[src/rtl/uart_pkg.sv]
// Shared UART definitions: receive state encoding, default frame geometry
// and a parity helper used by the receive path.
package uart_pkg;

  typedef enum logic [2:0] {
    RX_IDLE,
    RX_START,
    RX_DATA,
    RX_PARITY,
    RX_STOP
  } rx_state_t;

  localparam int DEF_OVERSAMPLE = 12;
  localparam int DEF_DATA_BITS  = 8;

  // Reduction XOR: 1 when the value holds an odd number of ones.
  function automatic logic calc_parity(input logic [31:0] value);
    return ^value;
  endfunction

endpackage

[src/rtl/uart_rx_sync.sv]
// Two-flop synchronizer for the asynchronous serial line; resets to the
// idle level (1) so a reset never looks like a start bit.
module uart_rx_sync
  import uart_pkg::*;
(
  input  logic clk,
  input  logic rst_n,
  input  logic din,
  output logic dout
);

  logic meta;

  always_ff @(posedge clk or negedge rst_n) begin
    if (!rst_n) begin
      meta <= 1'b1;
      dout <= 1'b1;
    end else begin
      meta <= din;
      dout <= meta;
    end
  end

endmodule

[src/rtl/uart_rx_frame.sv]
// UART receive stage: oversampled 3-sample majority vote, frame FSM and a
// valid/ready holding register with frame, parity and overrun status.
module uart_rx_frame
  import uart_pkg::*;
#(
  parameter int DATA_BITS  = DEF_DATA_BITS,
  parameter int OVERSAMPLE = DEF_OVERSAMPLE,
  parameter int PARITY_EN  = 0,
  parameter int PARITY_ODD = 0
) (
  input  logic                 clk,
  input  logic                 rst_n,
  input  logic                 sample_tick,
  input  logic                 rxd,
  input  logic                 rx_ready,
  output logic [DATA_BITS-1:0] rx_data,
  output logic                 rx_valid,
  output logic                 frame_err,
  output logic                 parity_err,
  output logic                 overrun,
  output logic                 busy
);

  localparam int MID = OVERSAMPLE / 2;
  localparam int CW  = $clog2(OVERSAMPLE);
  localparam int BW  = (DATA_BITS > 1) ? $clog2(DATA_BITS) : 1;

  localparam logic [CW-1:0] CNT_PRE  = CW'(MID - 1);
  localparam logic [CW-1:0] CNT_MID  = CW'(MID);
  localparam logic [CW-1:0] CNT_DEC  = CW'(MID + 1);
  localparam logic [CW-1:0] CNT_LAST = CW'(OVERSAMPLE - 1);
  localparam logic [BW-1:0] IDX_LAST = BW'(DATA_BITS - 1);
  localparam logic          PAR_ON   = (PARITY_EN != 0);
  localparam logic          ODD_BIT  = (PARITY_ODD != 0);

  rx_state_t              state, state_nx;
  logic [CW-1:0]          cnt, cnt_nx;
  logic [BW-1:0]          bit_idx, bit_idx_nx;
  logic [DATA_BITS-1:0]   shreg, shreg_nx;
  logic                   samp_a, samp_a_nx;
  logic                   samp_b, samp_b_nx;
  logic                   par_bit, par_nx;
  logic                   rxd_s;
  logic                   vote;
  logic                   commit;
  logic                   xfer;
  logic                   par_mismatch;

  uart_rx_sync u_sync (
    .clk   (clk),
    .rst_n (rst_n),
    .din   (rxd),
    .dout  (rxd_s)
  );

  // The third sample is the live one; the decision lands on cnt = MID+1.
  assign vote = (samp_a & samp_b) | (samp_a & rxd_s) | (samp_b & rxd_s);
  assign busy = (state != RX_IDLE);
  assign xfer = rx_valid & rx_ready;
  assign par_mismatch = PAR_ON & ((calc_parity(32'(shreg)) ^ par_bit) != ODD_BIT);

  always_ff @(posedge clk or negedge rst_n) begin
    if (!rst_n) begin
      state   <= RX_IDLE;
      cnt     <= '0;
      bit_idx <= '0;
      shreg   <= '0;
      samp_a  <= 1'b1;
      samp_b  <= 1'b1;
      par_bit <= 1'b0;
    end else if (sample_tick) begin
      state   <= state_nx;
      cnt     <= cnt_nx;
      bit_idx <= bit_idx_nx;
      shreg   <= shreg_nx;
      samp_a  <= samp_a_nx;
      samp_b  <= samp_b_nx;
      par_bit <= par_nx;
    end
  end

  always_comb begin
    state_nx   = state;
    cnt_nx     = (cnt == CNT_LAST) ? '0 : cnt + 1'b1;
    bit_idx_nx = bit_idx;
    shreg_nx   = shreg;
    samp_a_nx  = (cnt == CNT_PRE) ? rxd_s : samp_a;
    samp_b_nx  = (cnt == CNT_MID) ? rxd_s : samp_b;
    par_nx     = par_bit;
    commit     = 1'b0;
    unique case (state)
      RX_IDLE: begin
        cnt_nx = '0;
        if (!rxd_s) state_nx = RX_START;
      end
      RX_START: begin
        if (cnt == CNT_DEC && vote) begin
          state_nx = RX_IDLE;
          cnt_nx   = '0;
        end else if (cnt == CNT_LAST) begin
          state_nx   = RX_DATA;
          bit_idx_nx = '0;
        end
      end
      RX_DATA: begin
        if (cnt == CNT_DEC) shreg_nx = {vote, shreg[DATA_BITS-1:1]};
        if (cnt == CNT_LAST) begin
          if (bit_idx == IDX_LAST) begin
            if (PAR_ON) state_nx = RX_PARITY;
            else        state_nx = RX_STOP;
          end else begin
            bit_idx_nx = bit_idx + 1'b1;
          end
        end
      end
      RX_PARITY: begin
        if (cnt == CNT_DEC)  par_nx   = vote;
        if (cnt == CNT_LAST) state_nx = RX_STOP;
      end
      RX_STOP: begin
        // Leave early so a back-to-back start bit is not missed.
        if (cnt == CNT_DEC) begin
          state_nx = RX_IDLE;
          cnt_nx   = '0;
          commit   = sample_tick;
        end
      end
      default: begin
        state_nx = RX_IDLE;
        cnt_nx   = '0;
      end
    endcase
  end

  // A commit into a full, unaccepted register is dropped and flagged.
  always_ff @(posedge clk or negedge rst_n) begin
    if (!rst_n) begin
      rx_data    <= '0;
      rx_valid   <= 1'b0;
      frame_err  <= 1'b0;
      parity_err <= 1'b0;
      overrun    <= 1'b0;
    end else if (commit && !(rx_valid && !rx_ready)) begin
      rx_valid   <= 1'b1;
      rx_data    <= shreg;
      frame_err  <= ~vote;
      parity_err <= par_mismatch;
      if (xfer) overrun <= 1'b0;
    end else begin
      if (commit) overrun <= 1'b1;
      if (xfer) begin
        rx_valid <= 1'b0;
        overrun  <= 1'b0;
      end
    end
  end

endmodule

[config.mk]
export PLATFORM = sky130hd
export DESIGN_NAME = uart_rx_frame
export DESIGN_NICKNAME = d
export VERILOG_FILES = /design/src/rtl/uart_pkg.sv /design/src/rtl/uart_rx_sync.sv /design/src/rtl/uart_rx_frame.sv
export SDC_FILE = /design/constraint.sdc
export NUM_CORES = 1
export LEC_CHECK = 0
export CAP_MARGIN = 20
export CORE_MARGIN = 8
export CORE_UTILIZATION = 59
export DETAILED_ROUTE_END_ITERATION = 6
export GPL_TIMING_DRIVEN = 0
export HOLD_SLACK_MARGIN = 0.15
export PLACE_DENSITY_LB_ADDON = 0.15
export SLEW_MARGIN = 20
export SYNTH_ARGS = -nofsm -noshare
export SYNTH_HDL_FRONTEND = slang
export SYNTH_SLANG_ARGS = --single-unit
[constraint.sdc]
create_clock -name clk -period 5.25 [get_ports clk]
set_input_delay 0.7875 -clock clk [delete_from_list [all_inputs] [get_ports clk]]
set_output_delay 0.7875 -clock clk [all_outputs]
set_load 0.01 [all_outputs]
==> metrics.md <==
| Metric | Value |
|---|---|
| Largest net degree at the start of global routing | `34` |
| IO buf count | `16` |
| Routed WL per cell | `15.1 um` |
| Core Rows | `18` |
| CP max stage cell | `clkdlybuf4s50_1` |
| First-pass GRT wire length | `4.62 mm` |
| Cts repair resizes | `0` |
| Power per cell area | `368 mW/mm^2` |
| HPWL Detailed | `1.94 mm` |
| Unrepaired setup endpoints after global routing | `false` |
| Skew-Pair Late Insertion Delay | `0.33 ns` |
| Largest cells by area after synthesis | `dfrtp_1, mux2_2, dfstp_2, ha_1, buf_6` |
| Via count | `1046` |
| Syn Inst Count | `125` |
| CP delay by family, top | `buffers and inverters` |
| WL final | `2.70 mm` |
| Root Driver | `clkbuf_4` |
| Synthesized area | `0.00157 mm^2` |
| Syn Area/Cell | `12.5 um^2` |
| Critical-path cell list | `buf_6 > or3_1 > clkdlybuf4s50_1` |
| Iteration-0 DRC Markers | `38` |
| Die X | `67.6 um` |
| Clock buffer depth | `2` |
| Final setup fails | `0` |
| GRT Total Usage | `13.5%` |
| Syn_nets | `135` |
| DRC | `0` |
| Initial DRT Pass Iterations | `4` |
| Die area | `0.00456 mm^2` |
| Max FO, Critical Path | `10` |
| Commonest cells after routing, fill and taps aside | `dfrtp_1, mux2_2, clkdlybuf4s50_1` |
| IO Count | `18` |
| Antenna violations before repair | `0` |
| Postcts setup bufs | `0` |
| Crit Path Class | `register to output port` |
| CTS tree | `yes` |
| Vias per cell | `5.84` |
| Fmax | `0.382 GHz` |
| Least-Margin Pin Slew | `0.705 ns` |
| CTS clock-pin slew for the worst setup and hold paths | `0.10 ns` |
| Yosys top cell by area | `dfrtp_1` |
| Multi-input gate area | `649 um^2` |
| Die height | `67.6 um` |
| Area grow syn2layout | `17.7%` |
| Data required time at the worst endpoint | `4.46 ns` |
| Fraction of layout cells with a size suffix above 1 | `29.5%` |
| GP Congestion | `0.940` |
| Register area | `831 um^2` |
| Final core occ | `73.8%` |
| Num CTS Buffers | `5` |
| Leak | `0.890 nW` |
| Final min period | `2.62 ns` |
| Clock Skew | `0.00950 ns` |
| Relative slew margins | `53.0%` |
| Number of global-route vias before repair | `1029` |
| Seq/Total Area, Yosys | `53.0%` |
| CP arrival | `1.83 ns` |
| CP peak stage delay | `0.51 ns` |
| DRT antenna net count | `0` |
| Crit path capture type | `output port` |
| Cts hold-fix bufs | `0` |
| Core ar. | `0.00250 mm^2` |
| Worst vdd ir | `0.000296 V` |
| Number of max-cap violations | `0` |
| Fin nets | `158` |
| Hold Vio Cnt, Final | `0` |
| CP Buf/Inv Count | `2` |
| ANT cells | `0` |
| Period utilisation layout | `49.9%` |
| CTS Sinks | `33` |
| Final hold slack | `0.363 ns` |
| Hold crit path type | `register to register` |
| GRT overflow | `0` |
| Startpoint Class | `register` |
| Final setup TNS | `0 ns` |
| Starting density of the core | `62.7%` |
| Synth Register Bits | `33` |
| YS warnings | `0` |
| Htree depth | `2` |
| Most common cell after layout, fill and taps aside | `dfrtp_1` |
| Max Slew Vio Count | `0` |
| Yosys cell types | `35` |
| Fill cells | `166` |
| Status | `completed` |
| Share of the synthesized area in the top cell type | `46.3%` |
-- power by group --
part           internal [W]  total [W]  switching (W)
Combinational     0.0000800   0.000157      0.0000773
Sequential         0.000291   0.000326      0.0000346
Clock              0.000114   0.000196      0.0000827
Total              0.000485   0.000680       0.000195
-- state kept, by name, summed over array words and instances (netlist names), 3 cells and up --
register  flops
rx_data       8
bit_idx       3
shreg         8
state         3
cnt           4
-- area by class of cell --
type	instances	share of cell area [%]
Buffer	6	3.12
Clock buffer	7	2.98
Clock inverter	1	1.63
Inverter	8	1.63
Multi-Input combinational cell	78	35.2
Sequential cell	33	45.0
Tap cell	30	2.03
Timing Repair Buffer	16	8.41
-- through the flow --
stage                     total power, W  setup slack, ns  cells  area (um^2)
after floorplan                 0.000449             3.34    125         1570
after global placement          0.000479             2.68    171         1770
after detailed placement        0.000487             2.63    171         1760
after CTS                       0.000685             2.61    179         1850
after global routing            0.000722             2.58    179         1850
final                           0.000680             2.63    179         1850
-- cell families (layout without fill, tap and decap cells) --
kind of cell | Yosys count | after routing | share of synthesized area [%]
flip-flops | 33 | 33 | 53.0
AND/OR/NAND/NOR | 30 | 30 | 12.5
multiplexers | 21 | 21 | 15.0
AO/OA/AOI/OAI | 20 | 20 | 9.10
buffers and inverters | 14 | 38 | 5.59
adder cells (fa/ha/maj) | 6 | 6 | 4.63
other | 1 | 1 | 0.239
-- synth_stat cells --
cell	count
dfrtp_1	29
mux2_2	20
inv_1	8
nor2_1	6
o21ai_0	6
ha_1	5
nand2_1	5
o22ai_1	5
buf_6	4
dfstp_2	4
nand3_1	4
nand2b_1	3
a22o_1	2
a2bb2oi_1	2
nand4_1	2
a21oi_4	1
a22oi_1	1
a31oi_1	1
a32oi_1	1
and2b_2	1
and3b_1	1
and3b_2	1
buf_2	1
buf_4	1
conb_1	1
maj3_1	1
mux2i_1	1
nand3_2	1
nand3b_1	1
nand4_4	1
nand4b_1	1
nor3b_1	1
o211ai_1	1
or3_1	1
or4b_4	1
-- worst register-to-register path: stages (launching register included) --
cell	delay, ns
dfrtp_1	0.40
ha_1	0.20
ha_1	0.20
or4b_4	0.51
o21ai_0	0.09
nand3_1	0.15
mux2_2	0.29
-- routing by layer --
metal	track usage (%)	up-vias	part of all wire, %
met3	4.80	7	6.4
met2	20.6	30	47
met5	0	-	0
met4	9.14	0	2.4
li1	-	489	-
met1	15.6	520	44
-- worst paths after layout --
check,from,endpoint,slack [ns],cells after the start
max in group asynchronous,rst_n,frame_err,4.31,1
min,u_sync.meta,u_sync.dout,0.36,0
min reg2reg,u_sync.meta,u_sync.dout,0.36,0
min in group asynchronous,rst_n,rx_data[1],0.49,1
max,state[2],busy,2.63,3
max reg2reg,bit_idx[0],bit_idx[0],3.31,6
(Power assumes the default switching activity.)
